[config.mk]
export PLATFORM = sky130hd
export DESIGN_NAME = alu_arbiter
export DESIGN_NICKNAME = d
export VERILOG_FILES = /design/src/rtl/alu_arbiter.sv
export SDC_FILE = /design/constraint.sdc
export NUM_CORES = 1
export LEC_CHECK = 0
export ABC_AREA = 0
export BUFFER_PORTS_ARGS = -buffer_cell sky130_fd_sc_hd__buf_2
export CORE_ASPECT_RATIO = 2
export CORE_UTILIZATION = 47
export CTS_BUF_LIST = sky130_fd_sc_hd__clkbuf_8
export DETAILED_ROUTE_END_ITERATION = 8
export PLACE_DENSITY = 0.85
export SLEW_MARGIN = 20
export SYNTH_ARGS = -nofsm -noshare
export SYNTH_HDL_FRONTEND = slang
export SYNTH_SLANG_ARGS = --single-unit
export TNS_END_PERCENT = 5
[constraint.sdc]
create_clock -name clk -period 4.65 [get_ports clk]
set_input_delay 0.465 -clock clk [delete_from_list [all_inputs] [get_ports clk]]
set_output_delay 0.465 -clock clk [all_outputs]
set_load 0.005 [all_outputs]
[src/rtl/alu_arbiter.sv]
// Two-requester front end for one shared external ALU: IDLE -> EXEC -> RESP.
// Build macro ALU_ARB_RR_EN selects round-robin arbitration; otherwise requester 0 has fixed priority.
module alu_arbiter #(
   parameter int DATA_W = 16
) (
   input  logic              clk,
   input  logic              reset_n,
   input  logic [1:0]        req_valid,
   output logic [1:0]        req_ready,
   input  logic [DATA_W-1:0] req0_Ain,
   input  logic [DATA_W-1:0] req0_Bin,
   input  logic [1:0]        req0_ALUop,
   input  logic [DATA_W-1:0] req1_Ain,
   input  logic [DATA_W-1:0] req1_Bin,
   input  logic [1:0]        req1_ALUop,
   output logic [DATA_W-1:0] alu_Ain,
   output logic [DATA_W-1:0] alu_Bin,
   output logic [1:0]        alu_ALUop,
   input  logic [DATA_W-1:0] alu_out,
   input  logic              alu_Z,
   output logic              rsp_valid,
   input  logic              rsp_ready,
   output logic [DATA_W-1:0] rsp_out,
   output logic              rsp_Z,
   output logic              rsp_id,
   output logic [1:0]        fsm_state
);

   // Handshakes: a request transfers on a rising edge where req_valid[i] and req_ready[i]
   // are both high; a response transfers on an edge where rsp_valid and rsp_ready are both high.
   // req_ready is combinational from req_valid and may only rise in IDLE; rsp_valid is registered.

   typedef enum logic [1:0] {
      IDLE = 2'd0,
      EXEC = 2'd1,
      RESP = 2'd2
   } state_t;

   state_t              state;
   logic [DATA_W-1:0]   op_a;
   logic [DATA_W-1:0]   op_b;
   logic [1:0]          op_code;
   logic                op_id;
   logic                any_req;
   logic                grant_id;
`ifdef ALU_ARB_RR_EN
   logic                last_grant;
`endif

   always_comb begin
      any_req  = |req_valid;
      grant_id = ~req_valid[0];
`ifdef ALU_ARB_RR_EN
      if (&req_valid) begin
         grant_id = ~last_grant;
      end
`endif
   end

   assign req_ready = (state == IDLE && any_req) ? (grant_id ? 2'b10 : 2'b01) : 2'b00;

   // The shared ALU only ever sees the captured operands, so requesters are free after accept.
   assign alu_Ain   = op_a;
   assign alu_Bin   = op_b;
   assign alu_ALUop = op_code;
   assign fsm_state = state;

   always_ff @(posedge clk or negedge reset_n) begin
      if (!reset_n) begin
         state     <= IDLE;
         op_a      <= '0;
         op_b      <= '0;
         op_code   <= 2'b00;
         op_id     <= 1'b0;
         rsp_valid <= 1'b0;
         rsp_out   <= '0;
         rsp_Z     <= 1'b0;
         rsp_id    <= 1'b0;
`ifdef ALU_ARB_RR_EN
         last_grant <= 1'b1;
`endif
      end else begin
         case (state)
            IDLE: begin
               if (any_req) begin
                  op_a    <= grant_id ? req1_Ain   : req0_Ain;
                  op_b    <= grant_id ? req1_Bin   : req0_Bin;
                  op_code <= grant_id ? req1_ALUop : req0_ALUop;
                  op_id   <= grant_id;
`ifdef ALU_ARB_RR_EN
                  last_grant <= grant_id;
`endif
                  state   <= EXEC;
               end
            end
            EXEC: begin
               rsp_out   <= alu_out;
               rsp_Z     <= alu_Z;
               rsp_id    <= op_id;
               rsp_valid <= 1'b1;
               state     <= RESP;
            end
            RESP: begin
               if (rsp_ready) begin
                  rsp_valid <= 1'b0;
                  state     <= IDLE;
               end
            end
            default: begin
               state <= IDLE;
            end
         endcase
      end
   end

   a_ready_onehot: assert property (@(posedge clk) disable iff (!reset_n) $onehot0(req_ready));
   a_ready_only_idle: assert property (@(posedge clk) disable iff (!reset_n)
      (req_ready != 2'b00) |-> (state == IDLE));
   a_rsp_hold: assert property (@(posedge clk) disable iff (!reset_n)
      (rsp_valid && !rsp_ready) |=> (rsp_valid && $stable(rsp_out) && $stable(rsp_Z) && $stable(rsp_id)));

endmodule

### Word level (Yosys, flattened, before mapping)

Cells that the tools add are included.
W data, S select, Z words.

* register bits: 56
* input bits: 90
* output and inout bits: 57
* logic and storage cells: 31

* equal/unequal tests: 4
* muxes and demuxes: 10
* bitwise gates (word level): 1
* reduce and logical (&&, ||, !) cells: 7

Operator list (count)
* $mux W16: 2
* $mux W2: 5
* $pmux W2 S3: 1
* $reduce_and A2 Y1: 3
* $ne A2 B2 Y1 const B: 2
* $eq A2 B1 Y1 const B: 1
* $eq A2 B2 Y1 const B: 1
* $logic_not A2 Y1: 1
* $pmux W1 S2: 1
* $reduce_bool A2 Y1: 1
* $reduce_or A2 Y1: 1
* $logic_and A1 B1 Y1: 1
* $mux W1: 1
* $not A1 Y1: 1

### Longest topological paths before layout

Gate-level depths: netlist of run 1.

* depth after elaboration: 3
* depth in mapped cells: 5
* mapped depth without buffers: 3

### Worst setup path before layout of run 1

OpenSTA, ideal clock, no wires.

* path kind: in2out
* start: in req_valid[0]
* end: out req_ready[1]
* data arrival time: 1163 ps
* data required time: 4185 ps
* slack: 3022 ps
* stages on the path: 3
* buffers on the path: 2
* cells stage by stage: buf_4 > buf_2 > nor4_1

* longest elaborated chain between the ends: 3
* elaborated cells between the ends (all ways): 4
* classes of those cells: mux (2); reduce/logical (2)

RTL lines
* start, declared: RTL line 8 `input logic [1:0] req_valid,`
* $reduce_or A2 Y1: RTL line 51 `any_req = |req_valid;`
* $logic_and A1 B1 Y1: RTL line 60 `assign req_ready = (state == IDLE && any_req) ? (grant_id ? 2'b10 : 2'b01) : 2'b00;`
* $mux W2 *: RTL line 60
* end, declared: RTL line 9 `output logic [1:0] req_ready,`

Mark *: on every way between the ends. The rest lies on a longest branch, timed or not.

### Worst setup path after layout of run 1

* start: in req_valid[0]
* end: reg op_b[1], in the netlist alu_Bin[1]

* longest elaborated chain between the ends: 2
* elaborated cells between the ends (all ways): 3
* classes of those cells: mux (1); reduce/logical (2)

RTL lines
* $reduce_or A2 Y1: RTL line 51
* $reduce_and A2 Y1 (no line)
* end signal, assigned: RTL line 87 `op_b <= grant_id ? req1_Bin : req0_Bin;`
* end, declared: RTL line 41 `logic [DATA_W-1:0] op_b;`

Several ways; a longest one is shown, not always the timed one.
A chain may end at the register's enable or synchronous reset.

==> run summary, run 1 <==
The flow ran to the end, and the final reports show no timing, DRC or antenna violations. The tools report the tightest slew margin relative to the limit as 45.7%. The tools report the area of the die as 5680 µm². The power per standard cell area is 580 nW/µm². The post-route worst setup slack is 2.25 ns. TritonCTS built the clock tree. Max-cap violations in this run came to 0. The HPWL after detailed placement came out at 4230 µm. The routed design has 5520 µm of wire. The pin count of the biggest net entering global routing is 57, and the number of top-level design ports is 147.

Synthesis produced 164 cells. The repair_antennas step left the layout with diodes totalling 0. The number of search-and-repair iterations in the first detailed-routing pass came out at 4.

The count of nets left with antenna violations once routing finished came out at 0. The run gives 0.00195 W as the total chip power. The run gives 2520 µm² as the synthesized cell area. Setup repair after global routing left no endpoint under its margin. The library cell used most frequently in the layout, excluding fill and tap cells, is sky130_fd_sc_hd__buf_2. The run gives 5140 µm² as the core area. The synthesized area divided by synthesized cell count came out at 15.4 µm². The die is 106 µm tall. The global-route wire length before repair is 8650 µm.

The critical path is of the input pin to flip-flop type. When the netlist entered floorplanning its net count stood at 254. The ratio of final minimum period to clock period is 51.6%, and the count of final setup violators is 0.

Global routing used 21.2% of the available tracks. The CTS buffer count was 5; the area added between synthesis and finish was 33.0%. Counting along the longest clock path gives a buffer depth of 2. After the last flow step, the layout net total stands at 401.

Total negative slack for setup checks: 0 ns. The tools report the critical path startpoint category as an input pin. Between clock sinks in the finished design, the worst skew comes to 0.00554 ns. Detail-routed via count per cell: 5.08. The worst hold-check path type is input pin to asynchronous set/reset pin. STA classifies the critical path endpoint as a flip-flop. Post-synthesis cell type with the largest combined area: sky130_fd_sc_hd__dfrtp_1. For the worst-skew pair, the clock arrives at the later sink with an insertion delay of 0.30 ns. The arrival time at the worst endpoint was 2.59 ns. VDD sags by at most 0.383 mV. For this run the aggregate overflow at the end of global routing stands at 0.

The final standard cell area without fillers is 3360 µm², and the number of instances resized during post-cts repair is 0. The post-route netlist has 77.8% of its cells at a drive strength greater than 1. Measured along the x axis, the die boundary spans 53.8 µm. The placed instances occupy a cell area of 3280 µm².

The tools report the final worst hold slack as 0.275 ns. The tools report the cell at the root of the clock tree as sky130_fd_sc_hd__clkbuf_8. By area the synthesized netlist is led by sky130_fd_sc_hd__dfrtp_1 (56%), sky130_fd_sc_hd__mux2_2 (38%), sky130_fd_sc_hd__buf_6 (1.3%).

The number of standard-cell rows in the floorplan is 37, and the fraction of synthesized cell area taken by the top area cell type is 55.5%. The worst path in the final design needs a cycle of 2.40 ns, including I/O delays and setup. After detailed routing, the number of remaining DRC violations is 0.

The number of max-slew violations in the final report is 0, and the global placement routability congestion is 0.729. The logs give 1.66 nW for the leakage power figure and 417 MHz for the maximum operating frequency. The logs give 2 for the H-tree depth and 4.84 ns for the critical path data required time. The number of hold buffers added after CTS was 0.

The pre-CTS setup slack is 1.90 ns. After clock tree synthesis, the clock-pin slew on the worst setup and hold paths is 0.09 ns. Of all nets on the critical path, the largest fanout is 37. The synthesized design contains 56 register bits. The effective utilization at floorplan was 49.1%; the total number of vias was 1,876.

Dividing the detail-routed wire length by the instance count gives 15.0 µm. At the pin with the least slew margin, the transition time is 0.815 ns. The worst register-to-register path has a setup slack of 2.64 ns. Yosys printed 0 warnings.

The number of cells on the worst reg-to-reg path is 3. The number of different library cells used by synthesis comes to 17. For this block, the initial DRC count from the detailed router was 56. The library cells used most frequently in the layout, excluding fill and tap cells, are sky130_fd_sc_hd__buf_2 (146), sky130_fd_sc_hd__mux2_2 (85), sky130_fd_sc_hd__dfrtp_1 (56). In this run the post-CTS setup repair buffer count came out at 0. Initial antenna violation count: 0.

The tree built by TritonCTS fans out to 56 sinks. The via count of the first global-routing pass was 1,962; the number of port buffers was 146. The number of failing hold endpoints at the final stage was 0. The share of the Yosys chip area taken by registers is 55.5%.
==> cells by family (layout without fill, tap and decap cells) <==
logic type	count (synthesis)	count (layout)	share of synthesized area [%]
DFF	56	56	55.5
and+or+nand+nor	7	7	1.98
muxes	86	86	38.4
AOI/OAI and AO/OA	4	4	0.991
buffers and inverters	11	158	3.12
==> metal layers <==
| layer | vias up | global-route usage, % | share of wire [%] |
|---|---|---|---|
| li1 | 876 | - | - |
| met1 | 905 | 21.2 | 34 |
| met2 | 85 | 39.2 | 58 |
| met3 | 10 | 4.76 | 6.5 |
| met4 | 0 | 7.89 | 1.8 |
| met5 | - | 0 | 0 |
==> where the power goes <==
| group | leakage (nW) | internal (W) | switching (W) |
|---|---|---|---|
| Clock | 0.0452 | 0.000101 | 0.000145 |
| Combinational | 0.963 | 0.000501 | 0.000324 |
| Sequential | 0.656 | 0.000739 | 0.000138 |
==> area by class of cell <==
class | instances | area, µm²
clock buffer | 5 | 68.8
clock inverter | 2 | 8.76
fill | 420 | 1780
inverter | 2 | 7.51
multi-input combinational | 97 | 1040
sequential | 56 | 1400
tap | 58 | 72.6
timing repair buffer | 149 | 753
==> flip-flops by register name, indices dropped and copies added, names as in the netlist <==
| name | flops |
|---|---|
| rsp_out | 16 |
| rsp_id | 1 |
| fsm_state | 2 |
| alu_ALUop | 2 |
| alu_Ain | 16 |
| rsp_valid | 1 |
| alu_Bin | 16 |
| rsp_Z | 1 |
| op_id | 1 |
==> synth_stat cells <==
library cell / number
sky130_fd_sc_hd__buf_6: 3
sky130_fd_sc_hd__mux2_2: 85
sky130_fd_sc_hd__o21ai_0: 1
sky130_fd_sc_hd__mux2_1: 1
sky130_fd_sc_hd__nor3b_1: 1
sky130_fd_sc_hd__nor3_4: 1
sky130_fd_sc_hd__nor2_1: 2
sky130_fd_sc_hd__nor4_1: 1
sky130_fd_sc_hd__buf_2: 3
sky130_fd_sc_hd__inv_1: 2
sky130_fd_sc_hd__nor2_2: 1
sky130_fd_sc_hd__a21o_1: 1
sky130_fd_sc_hd__nor2b_1: 1
sky130_fd_sc_hd__buf_4: 3
sky130_fd_sc_hd__o21bai_1: 1
sky130_fd_sc_hd__a21oi_1: 1
sky130_fd_sc_hd__dfrtp_1: 56
==> final timing paths <==
| check | end | from |
|---|---|---|
| min in group clk | rsp_out[4] | alu_out[4] |
| max in group asynchronous | alu_Ain[6] | reset_n |
| hold / removal | rsp_out[12] | reset_n |
| hold reg to reg | alu_Bin[4] | alu_Bin[4] |
| setup reg to reg | alu_Bin[1] | fsm_state[1] |
| setup / recovery | alu_Bin[1] | req_valid[0] |
==> worst max-delay path, cell delays in order <==
cell and delay (ns):
sky130_fd_sc_hd__buf_2 0.62, sky130_fd_sc_hd__nor2_2 0.13, sky130_fd_sc_hd__nor3_4 0.56, sky130_fd_sc_hd__buf_4 0.40, sky130_fd_sc_hd__mux2_2 0.38
==> stage by stage <==
step	util [%]	instances
floorplan	-	164
global placement	63.8	362
detailed placement	63.8	362
CTS	65.3	369
global route	65.3	369
finish	65.3	369
Note: power is estimated with default switching activity, not from simulation.
==> run 2, diff against run 1 <==
- CORE_UTILIZATION: 47 -> 45
- PLACE_DENSITY: 0.85 -> 0.82
- clock period: 4.65 -> 2.45 ns (I/O delays scaled with it)
==> run summary, run 2 (synthesis results as in run 1) <==
The critical path data required time came out at 2.20 ns (-2.64 ns). The layer flagged by global routing as most heavily used is met2. TritonCTS built the clock tree.

The number of instances resized during post-cts repair came out at 0 (unchanged). The routed wire length per instance was 14.3 µm (-4.8%); the source-to-sink clock delay at the later pin of the worst-skew pair was 0.29 ns (about the same). Critical path startpoint category: an input pin. The number of standard-cell rows in the floorplan was 38 (+2.7%); the H-tree depth was 2 (unchanged). The power per standard cell area was 1090 nW/µm² (+89%); the width of the die was 55.0 µm (+2.1%).

The total wire length was 5340 µm (-3.2%); the arrival time at the worst endpoint was 1.35 ns (-1.24 ns). The number of top-level design ports was 147 (unchanged); the largest fanout on the critical path was 30 (-19%). The tightest slew margin relative to the limit was 57.9% (+12 points); the die outline height was 108 µm (+2.2%). The instance count along the most critical hold path works out to 2. DRC violation count after routing: 0 (unchanged). The global-route wire length before repair is 8190 µm (-5.3%), and the share of layout cells above drive strength 1 is 77.5% (-0.35 points). For the total chip power, the log shows 0.00372 W (+91%).

The min-delay analysis places its worst path in the category input pin to flip-flop. The tools report the antenna diode count as 0 (unchanged). The library cell used most frequently in the layout, excluding fill and tap cells, is sky130_fd_sc_hd__buf_2.

The run gives 18.1% (-3.1 points) as the met1 demand-to-capacity share in global routing. Setup repair after global routing left no endpoint under its margin. The run gives 0.00218 ns (-0.00336 ns) as the final setup skew. The clock transition at the registers of the reported paths is 0.09 ns (about the same). The run gives 1,864 (-0.64%) as the total number of vias.

The run gives 0 (unchanged) as the initial antenna violation count. The layout net count is 404 (+0.75%). In the finished design, the share of the clock period the worst path needs comes to 65.1%. The flow ran to the end, and the final reports show no timing, DRC or antenna violations. The iteration-0 DRC count of the detailed router was 43 (-23%); the number of sinks handled by clock tree synthesis was 56 (unchanged).

The global routing usage on met2 is 36.9% (-2.3 points). The number of search-and-repair iterations in the first detailed-routing pass is 2 (-2), and the effective utilization at floorplan is 46.6% (-2.6 points). The area of the die was 5930 µm² (+4.3%). The maximum count of clock buffers along a single path is 2 (unchanged), and the post-layout minimum cycle time is 1.59 ns. The worst reg-to-reg path cell count was 3 (unchanged); the aggregate global-route resource usage was 19.4% (-1.8 points).

The detail-routed via count per cell came out at 4.97 (-2.2%). Critical path endpoint category: a primary output. The HPWL after detailed placement came out at 4300 µm (+1.6%). For the core area, the log shows 5420 µm² (+5.5%).

CTS buffer count: 5 (unchanged). The logs give 3.67% (-1.1 points) for the global-route met3 utilization and 0 (unchanged) for the number of max-slew violations in the final report. For the highest ir drop seen on vdd, the log shows 0.826 mV (+120%). The global placement routability congestion was 0.694 (-4.8%); the area added between synthesis and finish was 34.6%. The logs give 1,921 (-2.1%) for the via count of the first global-routing pass and 627 MHz for the maximum operating frequency. In this run the clock root is driven by a sky130_fd_sc_hd__clkbuf_8.

The logs give 0 (unchanged) for the remaining number of nets flagged by the antenna check after routing and 35 (-39%) for the pin count of the biggest net entering global routing. By startpoint and endpoint, the worst setup path is classified as input pin to primary output. The logs give 0 (unchanged) for the aggregate global routing overflow and 0 (unchanged) for the reported max-cap violation count. The top cell types in the final layout, fill and taps aside, are sky130_fd_sc_hd__buf_2 (146), sky130_fd_sc_hd__mux2_2 (85), sky130_fd_sc_hd__dfrtp_1 (56). The total negative slack for setup checks came out at 0 ns (unchanged). The count of final setup violators is 0 (unchanged), and the number of failing hold endpoints at the final stage is 0 (unchanged).

The leakage power figure was 1.69 nW (+1.4%). The number of port buffers was 146 (unchanged); the transition time at the pin with the least slew margin was 0.631 ns (-0.183 ns).
==> run 2: area by class of cell <==
cell class              count  area, µm²
repair buffers            152        778
well taps                  60       75.1
clock inverters             2       7.51
inverters                   2       7.51
multi-input cells          97       1040
clock buffers               6       82.6
flip-flops and latches     56       1400
fillers                   463       2020
==> run 2: repair_timing <==
item / 4_1_cts / 5_1_grt
hold buffers: 1 / 0
endpoints found under the hold margin: 22 / 0
buffers inserted: 0 / 0
==> run 2: power breakdown <==
part	switching, W	leakage, nW	internal (W)
Clock	0.000268	0.0538	0.000223
Sequential	0.000257	0.656	0.00140
Combinational	0.000605	0.977	0.000962
Total	0.00113	1.69	0.00259
==> run 2: critical path, cell delays in order <==
cell and delay, ns:
sky130_fd_sc_hd__buf_2 0.50, sky130_fd_sc_hd__nor2_2 0.13, sky130_fd_sc_hd__nor4_1 0.28, sky130_fd_sc_hd__buf_2 0.19
==> run 2: path summary, 6_finish.rpt <==
check	startpoint	endpoint	slack, ns
worst max-delay path	req_valid[0]	req_ready[1]	0.86
worst min-delay path	alu_out[0]	rsp_out[0]	0.18
worst max register to register	fsm_state[1]	alu_Ain[15]	1.00
worst min register to register	alu_Bin[4]	alu_Bin[4]	0.49
max in group asynchronous	reset_n	alu_Bin[15]	1.16
min in group asynchronous	reset_n	alu_Bin[13]	0.46
==> run 2: per-stage QoR <==
step / hold slack, ns / setup WS, ns / utilization, % / instances / instance area, µm²
floorplan: -0.0506 / 0.961 / - / 164 / 2520
global placement: 0.245 / 0.671 / 60.8 / 366 / 3300
detailed placement: 0.258 / 0.603 / 60.8 / 366 / 3300
CTS: 0.163 / 0.828 / 62.6 / 375 / 3400
global route: 0.161 / 0.691 / 62.6 / 375 / 3400
finish: 0.176 / 0.855 / 62.6 / 375 / 3400
==> run 2: metal layers <==
metal / part of all wire (%) / up-vias
met3: 4.4 / 8
met2: 61 / 71
met5: 0 / -
met4: 1.9 / 0
met1: 33 / 904
li1: - / 881
==> run 3, diff against run 2 <==
- ABC_AREA: 0 -> 1
- CORE_UTILIZATION: 45 -> 46
- PLACE_DENSITY: 0.82 -> 0.83
- clock period: 2.45 -> 1.47 ns (I/O delays scaled with it)
==> run summary, run 3 <==
Number of flip-flops and latches in the synthesized netlist: 56 (unchanged). The run gives 2.21 nW (+31%) as the leakage power figure. The area of the die came out at 6070 µm² (+2.4%). The effective utilization at floorplan was 48.4% (+1.8 points). The number of top-level design ports was 147 (unchanged). The internal power is 0.00385 W (+49%), and the core area is 5470 µm² (+0.88%). For the number of placed instances with taps included, the log shows 546 (+49%). The run gives 0.31 ns (+0.02 ns) as the source-to-sink clock delay at the later pin of the worst-skew pair. The tightest slew margin relative to the limit was 66.8% (+8.9 points). The global placement routability congestion came out at 0.787 (+13%). Setup repair after global routing could not meet its margin everywhere.

The final critical path takes up 95.5% of the cycle. Share of layout cells above drive strength 1: 34.9% (-43 points). The routed wire length per instance works out to 12.0 µm (-16%). The total wire length was 6640 µm (+24%); the largest fanout on the critical path was 6 (-80%). The power per standard cell area was 1780 nW/µm² (+63%); the width of the die was 55.6 µm (+1.2%).

The tools report the H-tree depth as 2 (unchanged). The count of final setup violators came out at 0 (unchanged). The CTS buffer count is 5 (unchanged), and the cell count along the critical path is 4 (unchanged).

The tools report the share of synthesized area occupied by flip-flops and latches as 53.0% (-2.5 points). The number of port buffers is 146 (unchanged), and the maximum operating frequency is 713 MHz. The largest stage delay on the critical path works out to 0.45 ns (-0.05 ns). STA classifies the critical path endpoint as a primary output.

The aggregate global routing overflow came out at 0 (unchanged). The critical path startpoint category was a flip-flop. The total cell area at the placement stage is 3370 µm² (+2.3%), and the switching share of total power is 38.3% (+7.9 points). The largest individual stage delay along the critical path comes from the cell sky130_fd_sc_hd__dfrtp_1.

TritonCTS built the clock tree. In the layout the commonest cells are sky130_fd_sc_hd__nand2_1 (256), sky130_fd_sc_hd__buf_2 (146), sky130_fd_sc_hd__dfrtp_1 (56). Most frequent cell after synthesis: sky130_fd_sc_hd__nand2_1.

For the number of search-and-repair iterations in the first detailed-routing pass, the log shows 4 (+2). The worst reg-to-reg path cell count was 5 (+2). The final setup skew is 0.00883 ns (+0.00665 ns). Number of sinks handled by clock tree synthesis: 56 (unchanged). The run gives 2,615 (+40%) as the total number of vias. The logs give 2,540 (+32%) for the via count of the first global-routing pass and 584 (+45%) for the layout net count. By count the netlist is led by sky130_fd_sc_hd__nand2_1 (257), sky130_fd_sc_hd__dfrtp_1 (56), sky130_fd_sc_hd__buf_6 (8). The worst hold-check path type is input pin to flip-flop. The run gives 10,900 µm (+33%) as the global-route wire length before repair. The logs give 42.8% (-1.8 points) for the relative contribution of sequential cells to total power and 352 (+110%) for the number of standard cells after synthesis. The HPWL after detailed placement is 5070 µm (+18%), and the critical path data required time is 1.32 ns (-0.88 ns). The synthesized cell area is 2640 µm² (+4.8%). The iteration-0 DRC count of the detailed router came out at 105 (+140%). Transition time at the pin with the least slew margin: 0.498 ns (-0.133 ns).

Total chip power: 0.00624 W (+68%). The core utilization of the finished layout was 64.0% (+1.3 points). The most used flip-flop cell after synthesis is sky130_fd_sc_hd__dfrtp_1.

The buffers plus inverters on the worst setup path works out to 2 (unchanged). Leading cell type in the layout, fill and taps excluded: sky130_fd_sc_hd__nand2_1. The number of max-slew violations in the final report was 0 (unchanged); the number of standard-cell rows in the floorplan was 38 (unchanged).

The instance count along the most critical hold path works out to 3 (+1). The arrival time at the worst endpoint is 1.26 ns (-0.09 ns), and the die outline height is 109 µm (+1.2%). The initial antenna violation count is 0 (unchanged). The post-layout minimum cycle time works out to 1.40 ns. The DRC violation count after routing came out at 0 (unchanged). By area the synthesized netlist is led by sky130_fd_sc_hd__dfrtp_1 (53%), sky130_fd_sc_hd__nand2_1 (36%), sky130_fd_sc_hd__buf_6 (3.4%).

For the number of standard cells in the final layout excluding fillers, the log shows 555 (+48%). The highest ir drop seen on vdd is 1.09 mV (+32%), and the remaining number of nets flagged by the antenna check after routing is 0 (unchanged). The critical path goes through nor2_2 -> nand3_1 -> inv_1 -> buf_2. The tools report the switching power as 0.00239 W (+110%). The worst setup path is of the flip-flop to primary output kind.

The run finished with clean final reports. The tools report the pin count of the biggest net entering global routing as 38 (+8.6%). The run gives 3500 µm² (+3.0%) as the final standard cell area without fillers. The tools report the number of distinct standard cells referenced by the synthesized netlist as 16 (-1).

The aggregate global-route resource usage is 22.8% (+3.5 points), and the count of flip-flops with a built-in enable after synthesis is 0 (unchanged). Fraction of synthesized cell area taken by the top area cell type: 53.0% (-2.5 points). The clock transition at the registers of the reported paths was 0.10 ns (about the same); the portion of total power attributed to the clock network was 15.8% (+2.6 points). The cell family contributing the most delay on the critical path was flip-flops.

The total number of yosys warnings came out at 0 (unchanged). The logs give 41.4% (-0.8 points) for the proportion of power drawn by combinational gates and 0.0329 ns (-0.143 ns) for the final worst hold slack. The proportion of synthesized flip-flops having asynchronous set or reset is 100% (unchanged), and the synthesized area divided by synthesized cell count is 7.51 µm² (-51%). The area added between synthesis and finish works out to 32.3%. The tools report the maximum count of clock buffers along a single path as 2 (unchanged). The tools report the antenna diode count as 0 (unchanged). The number of failing hold endpoints at the final stage was 0 (unchanged). The detail-routed via count per cell was 4.71 (-5.2%); the post-synth net total was 442 (+74%). The cell at the root of the clock tree is sky130_fd_sc_hd__clkbuf_8.

The reported max-cap violation count is 0 (unchanged). The post-synthesis cell type with the largest combined area was sky130_fd_sc_hd__dfrtp_1.
run 3: cell count changes after synthesis, sizes merged, moves of 2 or more:
cell | before | now
nand3 | 0 | 2
inv | 2 | 7
nand2 | 0 | 264
mux2 | 86 | 0
buf | 9 | 16
nor2 | 3 | 5
run 3: metrics by stage:
step / TNS [ns] / setup slack, ns
global placement: 0 / 0.221
floorplan: 0 / 0.362
global route: -0.0167 / -0.0167
CTS: 0 / 0.00315
detailed placement: 0 / 0.165
finish: 0 / 0.0667
run 3: path summary, 6_finish.rpt:
check	from	to	slack (ns)
setup / recovery	fsm_state[1]	req_ready[1]	0.07
hold / removal	alu_out[7]	rsp_out[7]	0.03
setup reg to reg	fsm_state[0]	alu_Ain[2]	0.21
hold reg to reg	rsp_out[14]	rsp_out[14]	0.47
max in group asynchronous	reset_n	alu_Bin[9]	0.64
min in group asynchronous	reset_n	rsp_out[15]	0.34
run 3: final cells by class:
| class | count | area, µm² |
|---|---|---|
| Multi-Input combinational cell | 273 | 1080 |
| Timing Repair Buffer | 151 | 796 |
| Clock inverter | 3 | 42.5 |
| Clock buffer | 5 | 68.8 |
| Tap cell | 60 | 75.1 |
| Inverter | 7 | 31.3 |
| Sequential cell | 56 | 1400 |
| Fill cell | 503 | 1970 |
run 3: tightest hold or removal path: stages:
cell and delay [ns]:
sky130_fd_sc_hd__buf_2 0.07, sky130_fd_sc_hd__nand2_1 0.04, sky130_fd_sc_hd__nand2_1 0.05
run 3: timing repair:
action | 4_1_cts | 5_1_grt
hold buffers | 1 | 0
setup endpoints to repair | 0 | 2
setup buffers | 0 | 0
endpoints found under the hold margin | 18 | 0
gates resized for setup | 0 | 2
run 3: power groups by stage:
stage	registers (W)	clock network [W]	logic, W
global route	0.00275	0.00110	0.00294
finish	0.00267	0.000987	0.00258
floorplan	0.00275	0	0.00150
global placement	0.00268	0	0.00252
CTS	0.00267	0.00102	0.00263
detailed placement	0.00268	0	0.00263
run 3: routing by layer:
metal | vias up | GRT usage [%] | part of all wire [%]
li1 | 1324 | - | -
met1 | 1193 | 23.5 | 38
met2 | 84 | 43.1 | 55
met3 | 14 | 4.74 | 5.3
met4 | 0 | 10.9 | 2.5
met5 | - | 0 | 0
run 3: logic make-up after synthesis:
group / count (synthesis) / share of synthesized area (%)
AO/OA/AOI/OAI: 2 / 0.379
AND/OR/NAND/NOR: 271 / 40.4
flip-flops: 56 / 53.0
buffers and inverters: 23 / 6.20
